<file path="config.mk">
export PLATFORM = sky130hd
export DESIGN_NAME = sdes_round_controller_flat
export DESIGN_NICKNAME = d
export VERILOG_FILES = /design/src/rtl/sdes_round_controller_pkg.sv /design/src/rtl/sdes_round_controller_if.sv /design/src/rtl/sdes_round_controller_fk.sv /design/src/rtl/sdes_round_controller.sv /design/src/flat_wrapper.sv
export SDC_FILE = /design/constraint.sdc
export NUM_CORES = 1
export LEC_CHECK = 0
export BUFFER_PORTS_ARGS = -buffer_cell sky130_fd_sc_hd__buf_2
export CAP_MARGIN = 10
export CORE_ASPECT_RATIO = 0.75
export CORE_MARGIN = 2
export CORE_UTILIZATION = 58
export DETAILED_ROUTE_END_ITERATION = 12
export PLACE_DENSITY_LB_ADDON = 0.08
export SETUP_SLACK_MARGIN = 0.05
export SYNTH_ARGS = -nofsm -noshare
export SYNTH_HDL_FRONTEND = slang
export SYNTH_SLANG_ARGS = --single-unit
</file>
<file path="constraint.sdc">
create_clock -name clk -period 4.18 [get_ports clk]
set_clock_uncertainty 0.15 [all_clocks]
set_input_delay 0.418 -clock clk [delete_from_list [all_inputs] [get_ports clk]]
set_output_delay 0.418 -clock clk [all_outputs]
set_load 0.02 [all_outputs]
</file>
<file path="src/rtl/sdes_round_controller_pkg.sv">
// Shared S-DES types, permutation tables and key-schedule helpers.
// Latency: none, pure functions and constants.
// Backpressure: not applicable.
package sdes_pkg;

  typedef enum logic [2:0] {
    IDLE,
    KEYGEN,
    ROUND1,
    ROUND2,
    DONE
  } state_t;

  // S0 indexed [row][col]; row = {n[3],n[0]}, col = {n[2],n[1]}
  localparam logic [1:0] S0_TBL [4][4] = '{
    '{2'd1, 2'd0, 2'd3, 2'd2},
    '{2'd3, 2'd2, 2'd1, 2'd0},
    '{2'd0, 2'd2, 2'd1, 2'd3},
    '{2'd3, 2'd1, 2'd3, 2'd2}
  };

  // Table entries are 1-indexed from the MSB, so position p maps to bit [W-p].
  function automatic logic [9:0] p10(input logic [9:0] k);
    return {k[7], k[5], k[8], k[3], k[6], k[0], k[9], k[1], k[2], k[4]};
  endfunction

  function automatic logic [7:0] p8(input logic [9:0] k);
    return {k[4], k[7], k[3], k[6], k[2], k[5], k[0], k[1]};
  endfunction

  function automatic logic [7:0] ip(input logic [7:0] d);
    return {d[6], d[2], d[5], d[7], d[4], d[0], d[3], d[1]};
  endfunction

  function automatic logic [7:0] ip_inv(input logic [7:0] d);
    return {d[4], d[7], d[5], d[3], d[1], d[6], d[0], d[2]};
  endfunction

  function automatic logic [7:0] ep(input logic [3:0] n);
    return {n[0], n[3], n[2], n[1], n[2], n[1], n[0], n[3]};
  endfunction

  function automatic logic [3:0] p4(input logic [3:0] n);
    return {n[2], n[0], n[1], n[3]};
  endfunction

  // Rotate each 5-bit half left by one.
  function automatic logic [9:0] ls1(input logic [9:0] k);
    return {k[8:5], k[9], k[3:0], k[4]};
  endfunction

  // Rotate each 5-bit half left by two.
  function automatic logic [9:0] ls2(input logic [9:0] k);
    return {k[7:5], k[9:8], k[2:0], k[4:3]};
  endfunction

endpackage

</file>
<file path="src/rtl/sdes_round_controller_if.sv">
// Host-side block handshake: input block/key/mode and output result.
// Latency: wires only.
// Backpressure: valid/ready on both directions.
interface sdes_round_controller_if;
  logic       inValid;
  logic       inReady;
  logic [7:0] inData;
  logic [9:0] inKey;
  logic       inDecrypt;
  logic       outValid;
  logic       outReady;
  logic [7:0] outData;

  modport master (
    output inValid, inData, inKey, inDecrypt, outReady,
    input  inReady, outValid, outData
  );

  modport slave (
    input  inValid, inData, inKey, inDecrypt, outReady,
    output inReady, outValid, outData
  );
endinterface

</file>
<file path="src/rtl/sdes_round_controller_fk.sv">
// Combinational S-DES round function Fk plus the S1 lookup it uses.
// Latency: zero cycles.
// Backpressure: none, purely combinational.
module sdes_s1 (
  input  logic [3:0] nib,
  output logic [1:0] val
);
  // Row-major {row,col} flattening of the S1 box.
  localparam logic [1:0] S1_TBL [16] = '{
    2'd0, 2'd1, 2'd2, 2'd3,
    2'd2, 2'd0, 2'd1, 2'd3,
    2'd3, 2'd0, 2'd1, 2'd0,
    2'd2, 2'd1, 2'd0, 2'd3
  };

  // Row is outer bits, column is inner bits.
  always_comb begin
    val = S1_TBL[{nib[3], nib[0], nib[2], nib[1]}];
  end
endmodule

module sdes_fk
  import sdes_pkg::*;
(
  input  logic [7:0] data,
  input  logic [7:0] subkey,
  output logic [7:0] result
);
  logic [7:0] mixed;
  logic [1:0] s0_val;
  logic [1:0] s1_val;

  assign mixed  = ep(data[3:0]) ^ subkey;
  assign s0_val = S0_TBL[{mixed[7], mixed[4]}][{mixed[6], mixed[5]}];

  sdes_s1 u_s1 (
    .nib (mixed[3:0]),
    .val (s1_val)
  );

  // Only the left nibble is altered; the right nibble passes through.
  assign result = {data[7:4] ^ p4({s0_val, s1_val}), data[3:0]};
endmodule

</file>
<file path="src/rtl/sdes_round_controller.sv">
// Iterative S-DES controller sharing one Fk datapath across both rounds.
// Latency: 3 edges accept-to-valid, 2 when the cached key schedule is reused.
// Backpressure: accepts only in IDLE; result held in DONE until outReady.
module sdes_round_controller
  import sdes_pkg::*;
#(
  parameter int KEY_REUSE = 1,
  parameter int BLK_CNT_W = 16
) (
  input  logic                 clk,
  input  logic                 rstN,
  sdes_round_controller_if.slave bus,
  output logic                 busy,
  output logic [BLK_CNT_W-1:0] blockCount
);
  state_t state;
  state_t next_state;

  logic [7:0]           data_q;
  logic [9:0]           key_q;
  logic                 dec_q;
  logic [7:0]           k1_q;
  logic [7:0]           k2_q;
  logic [9:0]           key_cache;
  logic                 cache_vld;
  logic [7:0]           mid_q;
  logic [7:0]           out_data_q;
  logic                 out_valid_q;
  logic [BLK_CNT_W-1:0] cnt_q;
  logic                 in_ready;
  logic                 key_hit;

  logic [9:0] ks_shift1;
  logic [7:0] k1_next;
  logic [7:0] k2_next;
  logic [7:0] fk_in;
  logic [7:0] fk_key;
  logic [7:0] fk_out;

  assign key_hit   = (KEY_REUSE != 0) && cache_vld && (bus.inKey == key_cache);
  assign ks_shift1 = ls1(p10(key_q));
  assign k1_next   = p8(ks_shift1);
  assign k2_next   = p8(ls2(ks_shift1));

  // Round 1 uses the first subkey of the mode's order; decrypt swaps the order.
  assign fk_in  = (state == ROUND1) ? ip(data_q) : mid_q;
  assign fk_key = ((state == ROUND1) ^ dec_q) ? k1_q : k2_q;

  sdes_fk u_fk (
    .data   (fk_in),
    .subkey (fk_key),
    .result (fk_out)
  );

  // State register.
  always_ff @(posedge clk or negedge rstN) begin
    if (!rstN) state <= IDLE;
    else       state <= next_state;
  end

  // Next-state and handshake decode.
  always_comb begin
    next_state = state;
    in_ready   = 1'b0;
    unique case (state)
      IDLE: begin
        in_ready = 1'b1;
        if (bus.inValid) next_state = key_hit ? ROUND1 : KEYGEN;
      end
      KEYGEN: next_state = ROUND1;
      ROUND1: next_state = ROUND2;
      ROUND2: next_state = DONE;
      DONE:   if (bus.outReady) next_state = IDLE;
      default: next_state = IDLE;
    endcase
  end

  // Block capture, key schedule, round results and completion count.
  always_ff @(posedge clk or negedge rstN) begin
    if (!rstN) begin
      data_q      <= '0;
      key_q       <= '0;
      dec_q       <= 1'b0;
      k1_q        <= '0;
      k2_q        <= '0;
      key_cache   <= '0;
      cache_vld   <= 1'b0;
      mid_q       <= '0;
      out_data_q  <= '0;
      out_valid_q <= 1'b0;
      cnt_q       <= '0;
    end else begin
      unique case (state)
        IDLE: begin
          if (bus.inValid) begin
            data_q <= bus.inData;
            key_q  <= bus.inKey;
            dec_q  <= bus.inDecrypt;
          end
        end
        KEYGEN: begin
          k1_q      <= k1_next;
          k2_q      <= k2_next;
          key_cache <= key_q;
          cache_vld <= 1'b1;
        end
        ROUND1: mid_q <= {fk_out[3:0], fk_out[7:4]};
        ROUND2: begin
          out_data_q  <= ip_inv(fk_out);
          out_valid_q <= 1'b1;
        end
        DONE: begin
          if (bus.outReady) begin
            out_valid_q <= 1'b0;
            cnt_q       <= cnt_q + BLK_CNT_W'(1);
          end
        end
        default: ;
      endcase
    end
  end

  assign bus.inReady  = in_ready;
  assign bus.outValid = out_valid_q;
  assign bus.outData  = out_data_q;
  assign busy         = (state != IDLE);
  assign blockCount   = cnt_q;
endmodule

</file>
<file path="src/flat_wrapper.sv">
// flat-port wrapper written by rule: the top's interface ports become plain ports
module sdes_round_controller_flat import sdes_pkg::*;
#(
  parameter int KEY_REUSE = 1,
  parameter int BLK_CNT_W = 16
)
  (clk, rstN, busy, blockCount, bus_inValid, bus_inData, bus_inKey, bus_inDecrypt, bus_outReady, bus_inReady, bus_outValid, bus_outData);
  sdes_round_controller_if bus_i ();
  input  logic clk;
  input  logic rstN;
  output logic busy;
  output logic [BLK_CNT_W-1:0] blockCount;
  input wire logic [$bits(bus_i.inValid)-1:0] bus_inValid;
  input wire logic [$bits(bus_i.inData)-1:0] bus_inData;
  input wire logic [$bits(bus_i.inKey)-1:0] bus_inKey;
  input wire logic [$bits(bus_i.inDecrypt)-1:0] bus_inDecrypt;
  input wire logic [$bits(bus_i.outReady)-1:0] bus_outReady;
  output wire logic [$bits(bus_i.inReady)-1:0] bus_inReady;
  output wire logic [$bits(bus_i.outValid)-1:0] bus_outValid;
  output wire logic [$bits(bus_i.outData)-1:0] bus_outData;
  assign bus_i.inValid = bus_inValid;
  assign bus_i.inData = bus_inData;
  assign bus_i.inKey = bus_inKey;
  assign bus_i.inDecrypt = bus_inDecrypt;
  assign bus_i.outReady = bus_outReady;
  assign bus_inReady = bus_i.inReady;
  assign bus_outValid = bus_i.outValid;
  assign bus_outData = bus_i.outData;
  sdes_round_controller #(.KEY_REUSE(KEY_REUSE), .BLK_CNT_W(BLK_CNT_W)) u_core (.clk(clk), .rstN(rstN), .bus(bus_i), .busy(busy), .blockCount(blockCount));
endmodule
</file>
After elaboration in Yosys (flattened, before gate mapping). Memory sizes are Yosys's and may differ from the RTL's. Cells that the tools add are included.

Equal/unequal tests: 7. Order comparisons: 3. Add/sub/neg operators: 1. Muxes and demuxes: 17. Bitwise gates (word level): 6. Reductions and logical operators: 8.

Operators with widths (number): $mux 8 (4); $add 16x1->16 const B (1); $bmux 8 s2 (1); $pmux 3 s5 (1); $eq 10x10->1 (1); $mux 2 (5); $reduce_and 2->1 (4); $xor 8x8->8 (1); $eq 3x2->1 const B (2); $ge 3x3->1 const B (2); $mux 3 (2); $not 2->3 (2); $ge 5x5->1 const B (1); $not 4->5 (1); $bmux 2 s2 (1); $ne 2x2->1 const B (2); $xor 4x4->4 (1); $eq 3x1->1 const B (1); $eq 3x3->1 const B (1); $logic_not 3->1 (1); $reduce_bool 3->1 (1); $mux 1 (2); $pmux 1 s2 (1); $reduce_bool 2->1 (1); other kinds (2) (2).

Memories: 1. Bits of input ports: 23. Output and inout bits: 27. Bits in read-only memories: 32. Flip-flop bits (word level): 82. Word-level logic and storage cells: 55.

Memories: (name not given) (words 16, bits a word 2, rd ports 1, clocked after Yosys merged registers in 0, wr ports 0, RTL line sdes_round_controller_fk.sv:18) `val = S1_TBL[{nib[3], nib[0], nib[2], nib[1]}];`.

Longest topological paths before layout. Gate-level depths: netlist of the first run.

Word-level depth: 12. Gate-level depth with buffers: 12. Mapped depth without buffers: 9.

Hierarchy. Synthesis of the first run repeated with hierarchy kept, for this count alone.

Cell total of the unflattened synthesis: 279. Area, all modules: 3306.9 µm².

Modules (own cells, without submodules): sdes_round_controller (seq. area each 1651.6 µm², area each 2960.3 µm², cells an instance 238, instances 1); sdes_fk (seq. area each 0.0 µm², area each 272.8 µm², cells an instance 32, instances 1); sdes_s1 (seq. area each 0.0 µm², area each 73.8 µm², cells an instance 9, instances 1).

Least setup slack after synthesis of the first run. No wires, ideal clock.

Path kind: flip-flop to flip-flop. Start point: register u_core.state[0]. End point: register u_core.mid_q[0]. Clock period less this slack: 2.915 ns. Arrival: 2.629 ns. Stages on the path, launching flop included: 11. Required time: 3.894 ns. Slack: 1.265 ns. Cell sequence: dfrtp_1 buf_2 nor3b_4 mux4_2 a311oi_1 inv_1 ha_1 or3b_1 o211ai_2 xor2_1 o21ai_0.

Cells in the longest elaborated chain, start to end: 12. Elaborated cells between the ends (all ways): 14.

RTL lines: from (decl) (RTL line sdes_round_controller.sv:16) `state_t state;`; from (signal assigned) (RTL line sdes_round_controller.sv:58) `else state <= next_state;`; $eq 3x2->1 * (RTL line sdes_round_controller.sv:46, sdes_round_controller.sv:47, sdes_round_controller.sv:93); $xor 1x1->1 (RTL line sdes_round_controller.sv:47) `assign fk_key = ((state == ROUND1) ^ dec_q) ? k1_q : k2_q;`; $mux 8 (RTL line sdes_round_controller.sv:47); $xor 8x8->8 (RTL line sdes_round_controller_fk.sv:33) `assign mixed = ep(data[3:0]) ^ subkey;`; $not 2->3 (not written as such) (RTL line sdes_round_controller_fk.sv:34) `assign s0_val = S0_TBL[{mixed[7], mixed[4]}][{mixed[6], mixed[5]}];`; $bmux 8 s2 (RTL line sdes_round_controller_fk.sv:34); $mux 8 (not written as such) (2 in series) (RTL line sdes_round_controller_fk.sv:34); $bmux 2 s2 (RTL line sdes_round_controller_fk.sv:34); $mux 2 (not written as such) (2 in series) (RTL line sdes_round_controller_fk.sv:34); $xor 4x4->4 (RTL line sdes_round_controller_fk.sv:42) `assign result = {data[7:4] ^ p4({s0_val, s1_val}), data[3:0]};`; to (signal assigned) (RTL line sdes_round_controller.sv:107) `ROUND1: mid_q <= {fk_out[3:0], fk_out[7:4]};`; to (decl) (RTL line sdes_round_controller.sv:26) `logic [7:0] mid_q;`.

Every way passes the cells marked *; elsewhere a longest branch is shown, timed or not. The select of a mux whose other input is x is not followed. A chain may end at the register's enable or synchronous reset.

Worst setup path after layout of the first run.
Start point: register u_core.state[1]. End point: register u_core.mid_q[1].

Cells in the longest elaborated chain, start to end: 9. Elaborated cells between the ends (all ways): 10.

RTL lines (RTL line): $eq 3x2->1 * (sdes_round_controller.sv:46, sdes_round_controller.sv:47, sdes_round_controller.sv:93); $xor 1x1->1 (sdes_round_controller.sv:47); $mux 8 (sdes_round_controller.sv:47); $xor 8x8->8 (sdes_round_controller_fk.sv:33); $not 4->5 (not written as such) (sdes_round_controller_fk.sv:18); $mem_v2 16x2; $mux 2 (not written as such) (2 in series) (sdes_round_controller_fk.sv:18); $xor 4x4->4 (sdes_round_controller_fk.sv:42).

Marked as above.

==> results of run 1 <==
-- final timing paths --
| check | cells past startpoint | to | slack, ps |
|---|---|---|---|
| max in group asynchronous | 2 | u_core.k2_q[0] | 2950 |
| worst min register to register | 2 | u_core.bus.outData[4] | 320 |
| worst max-delay path | 9 | u_core.mid_q[1] | 1030 |
| min in group clk | 2 | u_core.state[2] | 150 |
| worst min-delay path | 1 | u_core.cache_vld | 60 |
| worst max register to register | 9 | u_core.mid_q[1] | 1030 |
-- cell usage in the layout (no fill, tap or decap), types with 3 or more instances in the layout --
cell / n
sky130_fd_sc_hd__a21oi_1: 6
sky130_fd_sc_hd__a31oi_1: 5
sky130_fd_sc_hd__and2_1: 4
sky130_fd_sc_hd__and3_1: 9
sky130_fd_sc_hd__buf_2: 49
sky130_fd_sc_hd__buf_4: 3
sky130_fd_sc_hd__clkbuf_8: 12
sky130_fd_sc_hd__dfrtp_1: 66
sky130_fd_sc_hd__ha_1: 3
sky130_fd_sc_hd__inv_1: 4
sky130_fd_sc_hd__mux2_2: 31
sky130_fd_sc_hd__mux2i_1: 11
sky130_fd_sc_hd__nand2_1: 38
sky130_fd_sc_hd__nand3_1: 7
sky130_fd_sc_hd__nand4_1: 6
sky130_fd_sc_hd__nor2_1: 15
sky130_fd_sc_hd__nor3_1: 12
sky130_fd_sc_hd__nor3b_1: 4
sky130_fd_sc_hd__o21ai_0: 9
sky130_fd_sc_hd__o21ai_1: 3
sky130_fd_sc_hd__xnor2_1: 33
sky130_fd_sc_hd__xor2_1: 18
-- cell families after synthesis --
group / Yosys count / synth area share (%)
fa+ha+maj: 3 / 1.027
compound gates: 38 / 7.735
flops: 66 / 45.17
simple gates: 109 / 15.37
buf+inv: 30 / 4.278
xor+xnor: 51 / 12.22
mux: 45 / 14.20
-- synth_stat cells, drive strengths merged --
master	n	area share, %
o32a	1	0.27
clkbuf	11	1.1
o211a	2	0.75
nand2	38	3.9
nor2b	2	0.34
nand3	7	0.96
o311a	1	0.27
or3b	2	0.48
a2111oi	1	0.24
nand4	6	1.0
mux2	32	10
nor4	1	0.17
xnor2	33	7.9
nor3b	6	1.5
xor2	18	4.3
ha	3	1.0
and3	10	1.8
mux4	2	1.2
or2b	1	0.21
o31a	1	0.24
o211ai	2	0.92
mux2i	11	3.0
nand3b	1	0.21
inv	4	0.41
a311oi	1	0.24
a211oi	1	0.21
or2	1	0.17
a21oi	6	0.82
a21boi	2	0.41
nor2	15	1.5
nor3	12	1.6
dfrtp	66	45
a211o	1	0.24
and3b	2	0.48
and2	4	0.68
or3	1	0.17
a31oi	5	0.86
o21ai	13	2.1
buf	15	2.7
o22ai	1	0.17
-- final cells by class --
| type | instances | area [µm²] | share of cell area, % |
|---|---|---|---|
| multi-input cells | 246 | 1853 | 45.51 |
| flip-flops and latches | 66 | 1652 | 40.57 |
| repair buffers | 52 | 267.8 | 6.577 |
| clock buffers | 14 | 172.7 | 4.241 |
| well taps | 81 | 101.3 | 2.489 |
| inverters | 4 | 15.01 | 0.3688 |
| clock inverters | 2 | 10.01 | 0.2459 |
-- through the flow --
step	worst slack (ps)	cells
after detailed placement	1048	449
after CTS	1015	465
after global routing	842.4	465
after global placement	1165	449
after floorplan	1265	342
final	1035	465
-- layer usage --
layer | global-route usage, % | vias to the layer above | routed length, µm
li1 | - | 1258 | -
met1 | 34.34 | 1230 | 3643
met2 | 30.92 | 61 | 2995
met3 | 6.818 | 11 | 387
met4 | 7.302 | 0 | 90
met5 | 0 | - | 0
-- state kept, by name (all words and copies together), names as in the netlist --
register	count
u_core.bus.outValid	1
u_core.key_cache	9
u_core.bus.outData	8
u_core.data_q	8
u_core.cache_vld	1
u_core.blockCount	16
u_core.mid_q	8
u_core.state	3
u_core.dec_q	1
u_core.key_q	10
u_core.k2_q	1
-- power groups by stage --
stage               Clock (mW)  Sequential [mW]  Combinational, mW
finish                   0.483             1.23               2.09
global route             0.526             1.28               2.33
CTS                      0.495             1.23               2.10
detailed placement           0             1.24               2.09
global placement             0             1.23               2.06
floorplan                    0             1.12               1.83
==> Flow_metrics.wiki, run 1 <==
{| class="wikitable"
! Metric !! Value
|-
| Run status || finished, final reports clean
|-
| Clock tree from TritonCTS || yes
|-
| Max transition margin || between 30% and 40%
|-
| Core occupancy in the finished layout || ~66%
|-
| Number of buffers inserted during clock tree synthesis || 9
|-
| Kind of cell with the highest combined delay on the critical path || multiplexers
|-
| Drt wl/cell || between 15 and 20 µm
|-
| Initial core utilization || 59.03%
|-
| Warnings from Yosys || 0
|-
| Area of the core || between 0.006 and 0.007 mm²
|-
| Required time at the worst-slack endpoint || roughly 4300 ps
|-
| Part of the power in the clock network || about an eighth
|-
| Post-synthesis to final-layout area growth || 11.36%
|-
| Nature of the critical path endpoint || flip-flop
|-
| Syn nets || 368
|-
| Vias per cell || ~5.5
|-
| Crit path launch || u_core.state[1]
|-
| Number of maximum-capacitance violations || 0
|-
| Category of the critical setup timing path || flip-flop to flip-flop
|-
| Clock-pin transition on the worst setup and hold timing paths || 70 ps
|-
| Fraction of final layout cells with drive strength greater than 1 || roughly 28%
|-
| Chip width || around 96 µm
|-
| Arrival @ worst endpoint || about 3200 ps
|-
| Remaining DRCs || 0
|-
| Sequential cell area fraction in the yosys report || a little under half
|-
| Crit start category || flip-flop
|-
| Period Utilization, post-route || 75.24%
|-
| Max frequency || 318.0 MHz
|-
| Final net count || 405
|-
| Antenna violations before repair || 0
|-
| Library cells used by synthesis || 50
|-
| Area of all placed cells without fillers || 0.004071 mm²
|-
| Floorplan die area || 0.006961 mm²
|-
| Total net switching power || about 1.6 mW
|-
| Proportion of total power due to net switching || 42.37%
|-
| Die outline height || between 70 and 80 µm
|-
| Number of global-route vias before repair || between 2000 and 2500
|-
| Cell Area, Placed || 0.003889 mm²
|-
| Maximum ir drop on the vdd rail || between 0.0004 and 0.0005 V
|-
| TNS Setup || 0 ps
|-
| Max clock buf depth || 2
|-
| Netlist area before placement || roughly 0.0037 mm²
|-
| Cells along the critical path || nor3b_4 -> buf_4 -> mux4_2 -> nor3_1 -> inv_1 -> ha_1 -> mux2_2 -> xor2_1 -> o21ai_0
|-
| Static Leakage || around 1.9 nW
|-
| Final setup viols || 0
|-
| Slew of the pin with the lowest slew margin || 982.9 ps
|-
| Initial detailed-routing violation count || 146
|-
| Unrepaired setup endpoints after global routing || no
|-
| Sequential group share of total power || about a third
|-
| Routed Wire Length || approximately 7100 µm
|-
| Number of detailed-route iterations in the first pass || 4
|-
| Number of placement rows || 25
|-
| Antenna diodes || 0
|-
| Critical path fanouts, max || 28
|-
| Syn avg cell area || roughly 11 µm²
|-
| Peak per-stage delay on the critical path || 540 ps
|-
| I/O pin count || 50
|-
| Worst hold margin || between 50 and 60 ps
|-
| CTS-repair resized insts || 0
|-
| Number of H-tree levels || 3
|-
| Post-CTS Setup Inserts || 0
|-
| Input/output buffers || 49
|-
| Final-layout fill cell count || 500
|-
| Via count || between 2000 and 3000
|-
| Final Hold Viols || 0
|-
| Overall power consumption || 3.811 mW
|-
| Buffering stage count on the worst path with inverters included || 2
|-
| Hold WC Path Type || primary input to async pin
|-
| Source-to-sink clock delay at the later pin of the worst-skew pair || 330 ps
|-
| Antenna-violating nets left || 0
|-
| CP max-delay cell || sky130_fd_sc_hd__mux4_2
|-
| Power per cell area || 936.0 mW/mm²
|-
| Number of sinks handled by clock tree synthesis || 66
|-
| Yosys reg bits || between 60 and 70
|-
| Internal power of the cells || roughly 2.2 mW
|-
| Final count of pins violating max slew || 0
|-
| Cell count after synthesis || 342
|-
| Final period demand of the worst path || between 3000 and 4000 ps
|-
| Detailed-placement wirelength estimate || 5319 µm
|-
| Combinational share of power || a little over half
|-
| Master cell of the clock root buffer || sky130_fd_sc_hd__clkbuf_8
|-
| Gpl congestion || about 0.88
|-
| Largest net degree at the start of global routing || 43
|-
| Wire length of the first global-routing pass || between 10000 and 15000 µm
|-
| Aggregate global routing overflow || 0
|-
| GRT Overall Usage || 22.59%
|-
| Cts hold-fix bufs || 0
|-
| Critical register-to-register path startpoint || u_core.state[1]
|}
(Power assumes the default switching activity.)
==> run 2: changes to the inputs <==
--- a/config.mk
+++ b/config.mk
@@ -9,7 +9,7 @@
 export CAP_MARGIN = 10
 export CORE_ASPECT_RATIO = 0.75
 export CORE_MARGIN = 2
-export CORE_UTILIZATION = 58
+export CORE_UTILIZATION = 52
 export DETAILED_ROUTE_END_ITERATION = 12
 export PLACE_DENSITY_LB_ADDON = 0.08
 export SETUP_SLACK_MARGIN = 0.05
==> constraint.sdc (replaced) <==
create_clock -name clk -period 2.6 [get_ports clk]
set_clock_uncertainty 0.15 [all_clocks]
set_input_delay 0.26 -clock clk [delete_from_list [all_inputs] [get_ports clk]]
set_output_delay 0.26 -clock clk [all_outputs]
set_load 0.02 [all_outputs]
==> Flow_metrics.wiki, run 2 (synthesized netlist as in run 1, its figures left out) <==
{| class="wikitable"
! Metric !! Value
|-
| Run status || finished with violations
|-
| Failing checks || negative setup slack
|-
| Maximum ir drop on the vdd rail || 0.0008331 V (+74%)
|-
| Final count of pins violating max slew || 0 (unchanged)
|-
| Max frequency || 342.9 MHz (+7.8%)
|-
| Final period demand of the worst path || 2916 ps (-228.8 ps)
|-
| Required time at the worst-slack endpoint || 2660 ps (-1620 ps)
|-
| Critical path fanouts, max || 2 (-93%)
|-
| Remaining DRCs || 0 (unchanged)
|-
| Kind of cell with the highest combined delay on the critical path || simple AND/OR/NAND/NOR gates
|-
| Input/output buffers || 49 (unchanged)
|-
| Worst hold margin || 22.85 ps (-33.88 ps)
|-
| Max clock buf depth || 2 (unchanged)
|-
| Master cell of the clock root buffer || sky130_fd_sc_hd__clkbuf_8
|-
| I/O pin count || 50 (unchanged)
|-
| Routed Wire Length || 8037 µm (+13%)
|-
| Number of sinks handled by clock tree synthesis || 66 (unchanged)
|-
| Aggregate global routing overflow || 0 (unchanged)
|-
| Post-route insts no fill || 521 (+12%)
|-
| Hold WC Path Type || primary input to flip-flop
|-
| Peak per-stage delay on the critical path || 570 ps (+30 ps)
|-
| Antenna violations before repair || 0 (unchanged)
|-
| Number of detailed-route iterations in the first pass || 4 (unchanged)
|-
| Initial core utilization || 53.77% (-5.3 points)
|-
| Via count || 2791 (+9.0%)
|-
| Number of maximum-capacitance violations || 0 (unchanged)
|-
| Vias per cell || 5.357 (-2.7%)
|-
| Static Leakage || 2.165 nW (+15%)
|-
| Arrival @ worst endpoint || 2970 ps (-270 ps)
|-
| Category of the critical setup timing path || flip-flop to flip-flop
|-
| Number of global-route vias before repair || 2646 (+16%)
|-
| Cells along the critical path || nor3b_4 -> mux4_2 -> a311oi_4 -> inv_1 -> ha_1 -> or3b_1 -> o211ai_2 -> xnor2_1 -> o21ai_1
|-
| Fraction of final layout cells with drive strength greater than 1 || 38.44% (+10 points)
|-
| Antenna diodes || 0 (unchanged)
|-
| Die outline height || 76.62 µm (+5.3%)
|-
| Floorplan die area || 0.007724 mm² (+11%)
|-
| R2R Setup Slk || -320 ps (-1350 ps)
|-
| Max transition margin || 60.49% (+26 points)
|-
| Clock tree from TritonCTS || yes
|-
| Number of instances in the placed design || 474 (+5.6%)
|-
| Unrepaired setup endpoints after global routing || yes
|-
| Final setup viols || 8 (+8)
|-
| Area of the core || 0.006799 mm² (+9.8%)
|-
| Number of buffers inserted during clock tree synthesis || 9 (unchanged)
|-
| Drt wl/cell || 15.43 µm (+0.80%)
|-
| Final Hold Viols || 0 (unchanged)
|-
| Power per cell area || 1578 mW/mm² (+69%)
|-
| Overall power consumption || 7.303 mW (+92%)
|-
| Nature of the critical path endpoint || flip-flop
|-
| Chip width || 100.8 µm (+5.4%)
|-
| Number of placement rows || 26 (+4.0%)
|-
| Clock-pin transition on the worst setup and hold timing paths || 70 ps (about the same)
|-
| Buffering stage count on the worst path with inverters included || 1 (-1)
|-
| Wire length of the first global-routing pass || 13330 µm (+15%)
|-
| Antenna-violating nets left || 0 (unchanged)
|-
| Most frequent cells in the layout || sky130_fd_sc_hd__dfrtp_1 (66), sky130_fd_sc_hd__buf_2 (49), sky130_fd_sc_hd__nand2_1 (38)
|-
| Source-to-sink clock delay at the later pin of the worst-skew pair || 340 ps (about the same)
|-
| Most common cell after layout, fill and taps aside || sky130_fd_sc_hd__dfrtp_1
|-
| Largest register FFs || 16 (unchanged)
|-
| GRT Overall Usage || 22.39% (-0.21 points)
|-
| Period Utilization, post-route || 112.2% (+37 points)
|-
| Initial detailed-routing violation count || 162 (+11%)
|-
| Post-synthesis to final-layout area growth || 26.56%
|-
| Slew of the pin with the lowest slew margin || 590.8 ps (-392.1 ps)
|-
| Number of H-tree levels || 3 (unchanged)
|-
| Gpl congestion || 0.8535 (-3.2%)
|-
| Largest net degree at the start of global routing || 32 (-26%)
|-
| Crit start category || flip-flop
|-
| Core occupancy in the finished layout || 68.05% (+2.3 points)
|-
| CP max-delay cell || sky130_fd_sc_hd__mux4_2
|-
| Worst setup slack after layout || -316.3 ps (-1351 ps)
|-
| Detailed-placement wirelength estimate || 5581 µm (+4.9%)
|-
| Final net count || 459 (+13%)
|}
==> run 2: area by class of cell <==
cell class,count,area (µm²)
flip-flops and latches,66,1652
clock inverters,4,20.02
clock buffers,11,131.4
fillers,532,2172
inverters,4,15.01
repair buffers,106,744.5
well taps,84,105.1
multi-input cells,246,1959
==> run 2: final timing paths <==
check / startpoint / to / cells after the start
max in group asynchronous: rstN / u_core.mid_q[3] / 3
min reg2reg: u_core.mid_q[7] / u_core.mid_q[7] / 2
max: u_core.state[0] / u_core.bus.outData[7] / 9
min in group asynchronous: rstN / u_core.key_q[8] / 2
max reg2reg: u_core.state[0] / u_core.bus.outData[7] / 9
min: bus_inData[6] / u_core.data_q[6] / 2
==> run 2: power breakdown <==
part / switching (mW) / total [mW] / internal (mW) / leakage [nW]
Combinational: 2.13 / 4.67 / 2.54 / 1.27
Sequential: 0.500 / 1.94 / 1.44 / 0.815
Clock: 0.364 / 0.698 / 0.334 / 0.0827
==> run 2: layer usage <==
| metal | global-route usage (%) | share of wire, % | wire [µm] | up-vias |
|---|---|---|---|---|
| li1 | - | - | - | 1368 |
| met4 | 5.753 | 1.3 | 106 | 0 |
| met2 | 32.13 | 44 | 3523 | 61 |
| met3 | 6.606 | 4.4 | 351 | 12 |
| met1 | 33.08 | 50 | 4056 | 1350 |
| met5 | 0 | 0 | 0 | - |
==> run 2: what timing repair did <==
action                                 in CTS  in global routing
pin swaps                                   9                 12
setup endpoints to repair                   8                  8
buffers inserted                           13                  8
gates cloned                                1                  0
hold buffers                               10                  0
endpoints found under the hold margin      22                  0
gates resized for setup                    18                 17
==> run 2: metrics by stage <==
| stage | area [µm²] | setup WS, ps | setup TNS, ps |
|---|---|---|---|
| after global placement | 4068 | -293.4 | -908.7 |
| after global routing | 4627 | -446.1 | -2510 |
| after CTS | 4481 | -256.3 | -1053 |
| after detailed placement | 4068 | -329.0 | -1136 |
| after floorplan | 3679 | -229.2 | -446.8 |
| final | 4627 | -316.3 | -1583 |
